<file path="src/rtl/breath_pwm_pkg.sv">
// Shared definitions for the breathing RGB PWM driver: colour codes,
// ramp states, RGB payload and the colour-to-base-level lookup.
package breath_pwm_pkg;

  localparam int unsigned COLOR_W = 3;
  localparam int unsigned BASE_W  = 8;

  typedef enum logic [COLOR_W-1:0] {
    COLOR_RED    = 3'd0,
    COLOR_ORANGE = 3'd1,
    COLOR_YELLOW = 3'd2,
    COLOR_GREEN  = 3'd3,
    COLOR_BLUE   = 3'd4,
    COLOR_PURPLE = 3'd5
  } color_e;

  typedef enum logic {
    RISE = 1'b0,
    FALL = 1'b1
  } ramp_state_e;

  typedef struct packed {
    logic [BASE_W-1:0] r;
    logic [BASE_W-1:0] g;
    logic [BASE_W-1:0] b;
  } rgb_t;

  localparam logic [BASE_W-1:0] LVL_OFF  = 8'd0;
  localparam logic [BASE_W-1:0] LVL_HALF = 8'd128;
  localparam logic [BASE_W-1:0] LVL_FULL = 8'd255;

  // Base RGB levels per colour code; unused codes map to black.
  function automatic rgb_t color_base(input logic [COLOR_W-1:0] code);
    rgb_t base;
    base = '{r: LVL_OFF, g: LVL_OFF, b: LVL_OFF};
    case (code)
      COLOR_RED:    base = '{r: LVL_FULL, g: LVL_OFF,  b: LVL_OFF};
      COLOR_ORANGE: base = '{r: LVL_FULL, g: LVL_HALF, b: LVL_OFF};
      COLOR_YELLOW: base = '{r: LVL_FULL, g: LVL_FULL, b: LVL_OFF};
      COLOR_GREEN:  base = '{r: LVL_OFF,  g: LVL_FULL, b: LVL_OFF};
      COLOR_BLUE:   base = '{r: LVL_OFF,  g: LVL_OFF,  b: LVL_FULL};
      COLOR_PURPLE: base = '{r: LVL_HALF, g: LVL_OFF,  b: LVL_FULL};
      default:      base = '{r: LVL_OFF,  g: LVL_OFF,  b: LVL_OFF};
    endcase
    return base;
  endfunction

endpackage

</file>
<file path="src/rtl/breath_ramp.sv">
// Brightness ramp: prescaler producing a step tick every STEP_CYCLES clocks
// and a RISE/FALL FSM sweeping bright 0..MAX..0.
// Ports: clk_i, rst_n_i (async active-low), bright_o (current level),
//        breath_done_o (one-clock pulse as bright returns to 0).
module breath_ramp
  import breath_pwm_pkg::*;
#(
  parameter int unsigned PWM_W       = 8,
  parameter int unsigned STEP_CYCLES = 19531
) (
  input  logic             clk_i,
  input  logic             rst_n_i,
  output logic [PWM_W-1:0] bright_o,
  output logic             breath_done_o
);

  localparam int unsigned      PRE_W    = (STEP_CYCLES > 1) ? $clog2(STEP_CYCLES) : 1;
  localparam logic [PRE_W-1:0] PRE_LAST = PRE_W'(STEP_CYCLES - 1);
  localparam logic [PWM_W-1:0] MAX      = '1;
  localparam logic [PWM_W-1:0] ONE      = PWM_W'(1);

  logic [PRE_W-1:0] pre_q, pre_d;
  logic [PWM_W-1:0] bright_q, bright_d;
  ramp_state_e      state_q, state_d;
  logic             done_q, done_d;
  logic             step_tick;

  // Prescaler wraps on the last count, which is also the step tick.
  assign step_tick = (pre_q == PRE_LAST);
  assign pre_d     = step_tick ? '0 : pre_q + 1'b1;

  // Ramp FSM next state; only moves on a step tick.
  always_comb begin
    state_d  = state_q;
    bright_d = bright_q;
    done_d   = 1'b0;
    if (step_tick) begin
      case (state_q)
        RISE: begin
          if (bright_q == MAX) begin
            bright_d = MAX - 1'b1;
            state_d  = FALL;
          end else begin
            bright_d = bright_q + 1'b1;
          end
        end
        FALL: begin
          if (bright_q == ONE) begin
            bright_d = '0;
            state_d  = RISE;
            done_d   = 1'b1;
          end else begin
            bright_d = bright_q - 1'b1;
          end
        end
        default: state_d = RISE;
      endcase
    end
  end

  always_ff @(posedge clk_i or negedge rst_n_i) begin
    if (!rst_n_i) begin
      pre_q    <= '0;
      bright_q <= '0;
      state_q  <= RISE;
      done_q   <= 1'b0;
    end else begin
      pre_q    <= pre_d;
      bright_q <= bright_d;
      state_q  <= state_d;
      done_q   <= done_d;
    end
  end

  assign bright_o      = bright_q;
  assign breath_done_o = done_q;

endmodule

</file>
<file path="src/rtl/breath_pwm.sv">
// Breathing RGB LED driver: latches the sequencer colour at each breath
// minimum, scales its base levels by the ramp brightness and drives three
// registered PWM pins.
// Ports: clk_i, rst_n_i (async active-low), color_i (colour code),
//        led_r_o/led_g_o/led_b_o (PWM, active high),
//        breath_done_o (one-clock pulse at each breath minimum).
module breath_pwm
  import breath_pwm_pkg::*;
#(
  parameter int unsigned PWM_W       = 8,
  parameter int unsigned STEP_CYCLES = 19531
) (
  input  logic               clk_i,
  input  logic               rst_n_i,
  input  logic [COLOR_W-1:0] color_i,
  output logic               led_r_o,
  output logic               led_g_o,
  output logic               led_b_o,
  output logic               breath_done_o
);

  localparam int unsigned      PROD_W = 2 * PWM_W;
  localparam logic [PWM_W-1:0] MAX    = '1;

  logic [PWM_W-1:0]   bright;
  logic               ramp_done;
  logic [COLOR_W-1:0] color_q, color_d;
  rgb_t               base;
  logic [PWM_W-1:0]   pwm_cnt_q, pwm_cnt_d;
  logic [PWM_W-1:0]   duty_r_q, duty_g_q, duty_b_q;
  logic [PWM_W-1:0]   duty_r_d, duty_g_d, duty_b_d;
  logic               led_r_q, led_g_q, led_b_q;
  logic               period_end;

  breath_ramp #(
    .PWM_W       (PWM_W),
    .STEP_CYCLES (STEP_CYCLES)
  ) u_ramp (
    .clk_i         (clk_i),
    .rst_n_i       (rst_n_i),
    .bright_o      (bright),
    .breath_done_o (ramp_done)
  );

  // Colour only changes at a breath minimum, when brightness is zero.
  assign color_d = ramp_done ? color_i : color_q;

  // Duty = upper half of base*bright, truncated.
  always_comb begin
    base     = color_base(color_q);
    duty_r_d = PWM_W'((PROD_W'(base.r) * PROD_W'(bright)) >> PWM_W);
    duty_g_d = PWM_W'((PROD_W'(base.g) * PROD_W'(bright)) >> PWM_W);
    duty_b_d = PWM_W'((PROD_W'(base.b) * PROD_W'(bright)) >> PWM_W);
  end

  assign period_end = (pwm_cnt_q == MAX);
  assign pwm_cnt_d  = period_end ? '0 : pwm_cnt_q + 1'b1;

  always_ff @(posedge clk_i or negedge rst_n_i) begin
    if (!rst_n_i) begin
      color_q   <= COLOR_RED;
      pwm_cnt_q <= '0;
      duty_r_q  <= '0;
      duty_g_q  <= '0;
      duty_b_q  <= '0;
      led_r_q   <= 1'b0;
      led_g_q   <= 1'b0;
      led_b_q   <= 1'b0;
    end else begin
      color_q   <= color_d;
      pwm_cnt_q <= pwm_cnt_d;
      // Duties reload only at the period boundary so a period never glitches.
      if (period_end) begin
        duty_r_q <= duty_r_d;
        duty_g_q <= duty_g_d;
        duty_b_q <= duty_b_d;
      end
      led_r_q <= (pwm_cnt_q < duty_r_q);
      led_g_q <= (pwm_cnt_q < duty_g_q);
      led_b_q <= (pwm_cnt_q < duty_b_q);
    end
  end

  assign led_r_o       = led_r_q;
  assign led_g_o       = led_g_q;
  assign led_b_o       = led_b_q;
  assign breath_done_o = ramp_done;

endmodule

</file>
<file path="config.mk">
export PLATFORM = sky130hd
export DESIGN_NAME = breath_pwm
export DESIGN_NICKNAME = d
export VERILOG_FILES = /design/src/rtl/breath_pwm_pkg.sv /design/src/rtl/breath_ramp.sv /design/src/rtl/breath_pwm.sv
export SDC_FILE = /design/constraint.sdc
export NUM_CORES = 1
export LEC_CHECK = 0
export ABC_AREA = 1
export CAP_MARGIN = 10
export CORE_ASPECT_RATIO = 0.75
export CORE_MARGIN = 2
export CORE_UTILIZATION = 25
export DETAILED_ROUTE_END_ITERATION = 8
export SYNTH_ARGS = -nofsm -noshare
export SYNTH_HDL_FRONTEND = slang
export SYNTH_HIERARCHICAL = 1
export SYNTH_SLANG_ARGS = --single-unit
</file>
<file path="constraint.sdc">
create_clock -name clk_i -period 11.5 [get_ports clk_i]
set_input_delay 2.3 -clock clk_i [delete_from_list [all_inputs] [get_ports clk_i]]
set_output_delay 2.3 -clock clk_i [all_outputs]
set_load 0.05 [all_outputs]
</file>
# ---- After elaboration in Yosys (flattened, before gate mapping)
# Cells that the tools add are included.
dict set report word_totals {
  register_bits 63
  output_inout_bits 4
  word_cells 45
  in_bits 5
}
dict set report classes {
  bitwise 1
  mux 12
  n_lt_le_gt_ge 3
  n_addsub 4
  mul 3
  n_eq_ne 9
  n_reduce_logical 1
}
# op count
set op_table {}
lappend op_table {{24-bit one-hot mux with 6 select lines} 1}
lappend op_table {{8-bit by 8-bit multiplier with 16-bit output} 3}
lappend op_table {{8-bit < comparator} 3}
lappend op_table {{8-bit two-way mux} 3}
lappend op_table {{8-bit by 1-bit adder with 8-bit output (second input constant)} 2}
lappend op_table {{8-bit == test (second input constant)} 2}
lappend op_table {{8-bit one-hot mux with 2 select lines} 1}
lappend op_table {{15-bit by 1-bit adder with 15-bit output (second input constant)} 1}
lappend op_table {{15-bit == test (second input constant)} 1}
lappend op_table {{15-bit two-way mux} 1}
lappend op_table {{8-bit by 1-bit == test with 1-bit output (second input constant)} 1}
lappend op_table {{8-bit by 1-bit subtractor with 8-bit output (second input constant)} 1}
lappend op_table {{3-bit by 2-bit == test with 1-bit output (second input constant)} 2}
lappend op_table {{3-bit == test (second input constant)} 2}
lappend op_table {{1-bit two-way mux} 5}
lappend op_table {{3-bit by 1-bit == test with 1-bit output (second input constant)} 1}
lappend op_table {{3-bit zero test} 1}
lappend op_table {{1-bit one-hot mux with 2 select lines} 1}
lappend op_table {{1-bit NOT} 1}

# ---- Depth between registers and ports, before layout
# Gate-level depths: netlist of the first run.
dict set report depth {
  depth_word 4
  depth_mapped 26
  depth_no_buf 26
}

# ---- By module
# The synthesis of the first run kept the hierarchy.
# module seq_area_each_um2 area_per_inst_um2 n_inst cells_each
set modules_own_cells {}
lappend modules_own_cells {breath_pwm 950.9 7023.0 1 961}
lappend modules_own_cells {breath_ramp 625.6 1696.6 1 238}

# ---- Least setup slack after synthesis of the first run
# No wires, ideal clock.
dict set report synth_timing {
  path_type {reg2reg}
  from {reg u_ramp.bright_q[6], in the netlist u_ramp/bright_o[6]}
  to {reg duty_b_q[7]}
  setup_time_ps 117
  stages_incl_launch_ff 21
  required_time_ps 11383
  path_buffers 0
  path_slack_ps 7220
  arrival_ps 4163
  synth_period_minus_slack_ps 4280
  path_cell_list {dfrtp_1 -> inv_1 -> nor2_1 -> inv_1 -> fa_1 -> fa_1 -> inv_1 -> fa_1 -> inv_1 -> fa_1 -> inv_1 -> ha_1 -> nand2_1 -> inv_1 -> nand2_1 -> inv_1 -> and2_1 -> nand2_1 -> nand3_1 -> nand3_1 -> nand2_1}
}
dict set report synth_via {
  elab_chain_len 1
}
# element line
set synth_lines {}
lappend synth_lines {{from (decl)} breath_ramp.sv:23} ;# logic [PWM_W-1:0] bright_q, bright_d;
lappend synth_lines {{from (signal assigned)} breath_ramp.sv:69} ;# bright_q <= bright_d;
lappend synth_lines {{8-bit by 8-bit multiplier with 16-bit output} breath_pwm.sv:53} ;# duty_b_d = PWM_W'((PROD_W'(base.b) * PROD_W'(bright)) >> PWM_W);
lappend synth_lines {{to (signal assigned)} breath_pwm.sv:76} ;# duty_b_q <= duty_b_d;
lappend synth_lines {{to (decl)} breath_pwm.sv:30} ;# logic [PWM_W-1:0] duty_r_q, duty_g_q, duty_b_q;
# No other way between the ends.
# A chain may end at the register's enable or synchronous reset.

# ---- Worst setup path in the final report of the first run
dict set report layout_timing {
  from {reg u_ramp.bright_q[6], in the netlist u_ramp/bright_o[6]}
  to {reg duty_b_q[5]}
}
# Same word-level chain as after synthesis.

==> results of run 1 <==
==> sequential cells by signal (all words and copies together) (netlist names) <==
name                  count
duty_b_q                  8
duty_r_q                  8
u_ramp/bright_o           8
u_ramp/state_q            1
u_ramp/pre_q             15
led_r_o                   1
pwm_cnt_q                 8
u_ramp/breath_done_o      1
color_q                   3
duty_g_q                  8
led_g_o                   1
led_b_o                   1
==> layout by cell type, fill, tap and decap left out, drive strengths merged, types with 2 or more instances in the layout <==
master and instances:
clkinvlp 3, ha 132, xor2 13, nand2 277
o211ai 3, inv 295, o21ai 32, nand3 71
nor3 17, buf 2, o21a 3, clkinv 3
clkbuf 9, nand4 22, nand3b 6, xnor2 6
bufinv 2, and2 3, a21o 3, o31ai 3
o21bai 7, dfrtp 63, a21oi 42, nor2 120
clkdlybuf4s50 7, fa 67
==> logic make-up after synthesis <==
logic type                 Yosys count  synth area share [%]
and+or+nand+nor                    518                  25.9
buffers and inverters              304                  13.5
adders and majority gates          199                  34.3
AOI/OAI and AO/OA                   95                  6.13
DFF                                 63                  18.1
xor gates and xnor gates            19                  1.91
muxes                                1                 0.129
==> per-layer routing <==
layer / GRT usage (%) / routed length [µm]
met1: 17.3 / 10600
met2: 14.9 / 7330
met3: 1.41 / 744
met4: 3.56 / 382
met5: 0 / 0
==> report_power, final <==
part	switching (mW)	total, mW	internal, mW
combinational	0.00472	0.00595	0.00123
clock	0.110	0.300	0.190
sequential	0	0.222	0.222
total	0.114	0.527	0.413
==> worst max-delay path: cells and delay by family (launching register included) <==
| kind | cells | cell delay, ns |
|---|---|---|
| AO/OA/AOI/OAI | 1 | 0.09 |
| adder cells (fa/ha/maj) | 5 | 2.60 |
| buffers and inverters | 6 | 0.60 |
| flip-flops | 1 | 0.60 |
| AND/OR/NAND/NOR | 7 | 0.84 |
==> layout make-up <==
| class | count | share of cell area [%] |
|---|---|---|
| multi-input cells | 832 | 62.0 |
| well taps | 457 | 5.94 |
| inverters | 296 | 11.5 |
| flip-flops and latches | 63 | 16.4 |
| clock buffers | 9 | 2.34 |
| repair buffers | 9 | 0.858 |
| clock inverters | 7 | 1.00 |
==> path summary, 6_finish.rpt <==
kind	start	to	slack, ns	depth (start not counted)
max in group asynchronous	rst_n_i	duty_b_q[1]	8.81	2
setup reg to reg	u_ramp/bright_o[6]	duty_b_q[5]	6.64	19
min in group asynchronous	rst_n_i	u_ramp/pre_q[8]	2.15	2
hold / removal	duty_r_q[7]	duty_r_q[7]	0.48	2
hold reg to reg	duty_r_q[7]	duty_r_q[7]	0.48	2
setup / recovery	u_ramp/bright_o[6]	duty_b_q[5]	6.64	19
==> results by group, run 1 <==
Power
  • Design Power: 0.527 mW
  • Static Leak: 5.47 nW
  • Worst IR Drop VDD: 0.0523 mV
  • Pwr per Cell Area: 54.8 nW/µm²

Synth
  • Cell area after synthesis: 8720 µm²
  • Most frequent cell after synthesis: inv_1
  • Post-synth top cells: inv_1 (287), nand2_1 (272), ha_1 (132)
  • Avg Cell Area, Syn: 7.27 µm²
  • Ys async rst share: 100%
  • Seq/Total Area, Yosys: around 18%
  • Syn Nets: 1403
  • Ranking of synthesized cells by area: ha_1 (19%), dfrtp_1 (18%), fa_1 (15%)
  • Mapped Cells: 1199
  • Post-synth top area cell: ha_1
  • Warnings, synthesis: 6
  • Synth cell types: 41
  • Top cell type's share of synthesized area: 18.9%
  • Post-synth EDFFs: 0
  • Yosys reg bits: 63
  • Synth Flop Type: dfrtp_1

CTS
  • Clk slew on worst S/H paths: 0.06 ns
  • Htree depth: 3
  • CTS max path bufs: 2
  • TritonCTS Sinks: 63
  • Post-CTS setup buffers: 0
  • Post-CTS sizing: 0
  • CTS Hold Buffers Added: 0
  • Clk_lat worst skew: 0.35 ns
  • TritonCTS Buffers: 9
  • Root Driver: clkbuf_16
  • CTS tree: built

GRT
  • First-pass GRT wire length: 32700 µm
  • Vias in the first global route: 6747
  • Initial antenna violation count: 0
  • GRT Residual Overflow: 0
  • Largest net degree at the start of global routing: 64
  • GR Util All Layers: roughly 11%

Worst setup path
  • Slowest-stage cell, CP: fa_1
  • Kind of end point of the critical path: register
  • Critical Path AT: 5.05 ns
  • Crit path largest cell delay: 0.61 ns
  • Worst path required time: 11.69 ns
  • Critical path cell sequence: inv_1 -> nor2_1 -> inv_1 -> fa_1 -> fa_1 -> inv_1 -> fa_1 -> inv_1 -> fa_1 -> inv_1 -> ha_1 -> nand2_1 -> inv_1 -> nand2_1 -> nand2_1 -> nand2_1 -> nand4_1 -> nand3_1 -> o21ai_0
  • CP dominant cell by count: inv_1
  • Critical Path Source Type: register
  • CP Class: reg2reg
  • Max Fanout on Critical Path: 11

Routing
  • Total wire length: 19000 µm
  • Drt wl/cell: between 10 and 15 µm
  • Final ANT Viol Nets: 0
  • Drt pass-1 iters: 5
  • Vias post-DR: 7211
  • Vias/cell: 4.31
  • Drt drc: 0
  • 1st-iter DRT viols: 469

STA
  • Max Clk Rate: 206 MHz
  • Final hold vios: 0
  • RSZ-0062 raised after global routing: false
  • Final worst slack: 6.64 ns
  • Slew Viols, Final: 0
  • Setup TNS Final: 0 ns
  • Tightest Pin Transition: 0.828 ns
  • Slew HR: approximately 45%
  • Final hold slack: 0.480 ns
  • Final period util: 42.2%
  • Final Setup Violations: 0
  • Fin crit period: 4.86 ns
  • Skew final: 0.00812 ns

Placement
  • RD Place Congestion: 0.882
  • Dpl hpwl: 15800 µm
  • Post-DP Area: 9310 µm²
  • IO buf count: 8
  • Place WS: 6.63 ns
  • Placed Cells incl. Taps: around 1700

Final layout
  • Share of layout cells above drive strength 1: 4.36%
  • FF/Latch Area: about 1600 µm²
  • Syn-to-layout area delta: 10.4%
  • Post-route cell area: 9630 µm²
  • Ant. Diodes: 0
  • Non-filler cells, final: 1673
  • Final core utilization: between 20 and 30%
  • Multi-input gate area: around 6000 µm²
  • Final layout net count: 1415
  • Filler cell count: 3758

Floorplanning
  • Die Y: 166 µm
  • Starting density of the core: 25.2%
  • Rows: between 50 and 60
  • Die X: 220 µm
  • Die Area: 36400 µm²
  • Core Area: 34500 µm²
  • Boundary Pins: 9

Flow run
  • Max-Cap Viols: 0

Min path
  • HP Class: reg2reg

Run status
  • Outcome: finished clean
No activity file was read; power rests on OpenSTA's default activity.
==> run 2: changes to the inputs <==
Clock period 11.5 ns to 4.9 ns, I/O delays scaled along.
==> results by group, run 2 (same netlist as run 1, synthesis figures left out) <==
Run status
  • Outcome: finished clean (unchanged)

Worst setup path
  • CP Class: reg2reg (unchanged)
  • RR Endpoint: duty_b_q[6] (was duty_b_q[5])
  • CP dominant cell by count: inv_1 (unchanged)
  • Max Fanout on Critical Path: 8 (was 11)
  • Top cell family by delay on the critical path: adder cells (unchanged)
  • Worst path required time: 5.12 ns (was 11.69 ns)
  • WP depth: 20 (was 19)
  • R2R Path Start: color_q[2] (was u_ramp/bright_o[6])
  • Crit path largest cell delay: 0.58 ns (was 0.61 ns)
  • Critical Path Source Type: register (unchanged)
  • Buf/Inv on CP: 6 (unchanged)
  • Slowest-stage cell, CP: fa_1 (unchanged)
  • Reg2reg setup slack: 0.31 ns (was 6.64 ns)
  • Critical Path AT: 4.81 ns (was 5.05 ns)
  • Worst r2r path cells: 20 (was 19)
  • Critical path cell sequence: inv_1 -> nor2_1 -> inv_1 -> nor2_1 -> inv_1 -> fa_2 -> fa_1 -> inv_1 -> fa_1 -> inv_1 -> fa_1 -> inv_1 -> ha_1 -> nand2_1 -> nor2_1 -> nand3_1 -> nand3_1 -> nand2_1 -> nand3_1 -> nand2_1 (was inv_1 -> nor2_1 -> inv_1 -> fa_1 -> fa_1 -> inv_1 -> fa_1 -> inv_1 -> fa_1 -> inv_1 -> ha_1 -> nand2_1 -> inv_1 -> nand2_1 -> nand2_1 -> nand2_1 -> nand4_1 -> nand3_1 -> o21ai_0)
  • Kind of end point of the critical path: register (unchanged)

CTS
  • Clk_lat worst skew: 0.33 ns (was 0.35 ns)
  • Root Driver: clkbuf_16 (unchanged)
  • Htree depth: 3 (unchanged)
  • Clk slew on worst S/H paths: 0.05 ns (was 0.06 ns)
  • TritonCTS Sinks: 63 (unchanged)
  • CTS max path bufs: 2 (unchanged)
  • TritonCTS Buffers: 9 (unchanged)
  • CTS tree: built (unchanged)

Routing
  • Vias/cell: 4.26 (was 4.31)
  • 1st-iter DRT viols: 495 (was 469)
  • Total wire length: 19300 µm (was 19000 µm)
  • Final ANT Viol Nets: 0 (unchanged)
  • Drt wl/cell: 11.5 µm (was 11.4 µm)
  • Vias post-DR: 7156 (was 7211)
  • Drt pass-1 iters: 8 (was 5)
  • Drt drc: 0 (unchanged)

Power
  • Static Leak: 5.49 nW (was 5.47 nW)
  • Cell-internal power: 0.856 mW (was 0.413 mW)
  • Sequential share of power: 47.8% (was 42.0%)
  • Design Power: 1.09 mW (was 0.527 mW)
  • Worst IR Drop VDD: 0.145 mV (was 0.0523 mV)
  • Switch Pwr: 0.234 mW (was 0.114 mW)
  • Pwr per Cell Area: 113 nW/µm² (was 54.8 nW/µm²)
  • Power share of the clock group: 50.9% (was 56.8%)
  • Sw Ratio: 21.5% (was 21.7%)
  • Gate power share: 1.3% (was 1.1%)

Placement
  • Placed Cells incl. Taps: 1667 (was 1657)
  • RD Place Congestion: 0.881 (was 0.882)
  • IO buf count: 8 (unchanged)
  • Dpl hpwl: 16400 µm (was 15800 µm)

Final layout
  • Reg with most FFs: u_ramp/pre_q (unchanged)
  • Final layout net count: 1425 (was 1415)
  • Ant. Diodes: 0 (unchanged)
  • Most common cell after layout, fill and taps aside: inv_1 (unchanged)
  • Non-filler cells, final: 1681 (was 1673)
  • Flip-flop count of the largest register after layout: 15 (unchanged)
  • Syn-to-layout area delta: 10.7% (was 10.4%)
  • Most frequent cells in the layout: inv_1 (287), nand2_1 (272), ha_1 (130) (was inv_1 (287), nand2_1 (272), ha_1 (132))
  • Share of layout cells above drive strength 1: 5.56% (was 4.36%)

Floorplanning
  • Die Area: 36400 µm² (unchanged)
  • Die Y: 166 µm (unchanged)
  • Boundary Pins: 9 (unchanged)
  • Starting density of the core: 25.2% (unchanged)
  • Die X: 220 µm (unchanged)
  • Core Area: 34500 µm² (unchanged)
  • Rows: 59 (unchanged)

STA
  • Final Setup Violations: 0 (unchanged)
  • Fin crit period: 4.59 ns (was 4.86 ns)
  • Final period util: 93.7% (was 42.2%)
  • Tightest Pin Transition: 0.572 ns (was 0.828 ns)
  • RSZ-0062 raised after global routing: false (unchanged)
  • Slew HR: 61.9% (was 44.8%)
  • Slew Viols, Final: 0 (unchanged)
  • Max Clk Rate: 218 MHz (was 206 MHz)
  • Setup TNS Final: 0 ns (unchanged)
  • Final hold vios: 0 (unchanged)
  • Skew final: 0.00528 ns (was 0.00812 ns)

GRT
  • GRT Residual Overflow: 0 (unchanged)
  • M1 GR Usage: 17.3% (about the same)
  • GR Util met2: 16.0% (was 14.9%)
  • Busiest grt layer: met1 (unchanged)
  • Vias in the first global route: 6839 (was 6747)
  • First-pass GRT wire length: 33100 µm (was 32700 µm)
  • GR Util All Layers: 11.1% (was 10.9%)
  • Global Route met3 Usage: 1.32% (was 1.41%)
  • Initial antenna violation count: 0 (unchanged)
  • Largest net degree at the start of global routing: 40 (was 64)

Min path
  • Hold_sp: duty_b_q[7] (was duty_r_q[7])
  • Hold EP: duty_b_q[7] (was duty_r_q[7])
  • HP Class: reg2reg (unchanged)
  • Hold path depth: 2 (unchanged)

Flow run
  • Max-Cap Viols: 0 (unchanged)
-- run 2: per-stage QoR --
stage / instance area [µm²] / worst slack, ns / hold slack, ns / utilization, %
2_1_floorplan: 8720 / 0.620 / 0.449 / -
3_3_place_gp: 9380 / 0.320 / 0.467 / 27.2
3_5_place_dp: 9380 / 0.180 / 0.472 / 27.2
4_1_cts: 9640 / 0.191 / 0.484 / 27.9
5_1_grt: 9650 / 0.000558 / 0.500 / 27.9
6_report: 9650 / 0.310 / 0.478 / 27.9
-- run 2: final cells by class --
class	instances	area, µm²
fill	3748	24900
multi-input combinational	832	5980
sequential	63	1580
inverter	296	1110
tap	457	572
clock buffer	9	225
timing repair buffer	19	158
clock inverter	5	27.5
-- run 2: worst register-to-register path, delay by kind of cell (launching register included) --
kind	cells	cell delay, ns
AND/OR/NAND/NOR	9	1.09
adder cells (fa/ha/maj)	5	2.52
flip-flops	1	0.34
buffers and inverters	6	0.54
-- run 2: worst max path at each step --
stage | slack [ns] | start | end
floorplan | 0.62 | u_ramp/bright_o[6] | duty_b_q[7]
global placement | 0.32 | u_ramp/bright_o[5] | duty_b_q[7]
detailed placement | 0.18 | u_ramp/bright_o[5] | duty_b_q[5]
CTS | 0.19 | u_ramp/bright_o[5] | duty_b_q[5]
global route | 0.0006 | color_q[2] | duty_b_q[5]
finish | 0.31 | color_q[2] | duty_b_q[6]
-- run 2: what timing repair did --
action / in CTS / in global routing
setup endpoints to repair: 0 / 17
setup buffers: 0 / 0
resized for setup: 0 / 7
hold buffers: 0 / 0
-- run 2: metal layers --
| layer | wire length, µm | share of wire, % |
|---|---|---|
| met3 | 806 | 4.2 |
| met2 | 7600 | 39 |
| met5 | 0 | 0 |
| met4 | 256 | 1.3 |
| met1 | 10600 | 55 |
-- run 2: power by group through the flow --
stage | clock network (mW) | logic, mW | registers [mW]
6_report | 0.555 | 0.0140 | 0.521
3_5_place_dp | 0 | 0.0151 | 0.530
2_1_floorplan | 0 | 0.0000203 | 0.530
5_1_grt | 0.603 | 0.0165 | 0.520
4_1_cts | 0.573 | 0.0152 | 0.521
3_3_place_gp | 0 | 0.0150 | 0.530
==> run 3: changes to the inputs <==
Settings changed: SLEW_MARGIN set to 30.
==> results of run 3 <==
The final DEF is identical to that of run 2; final timing and power are the same.
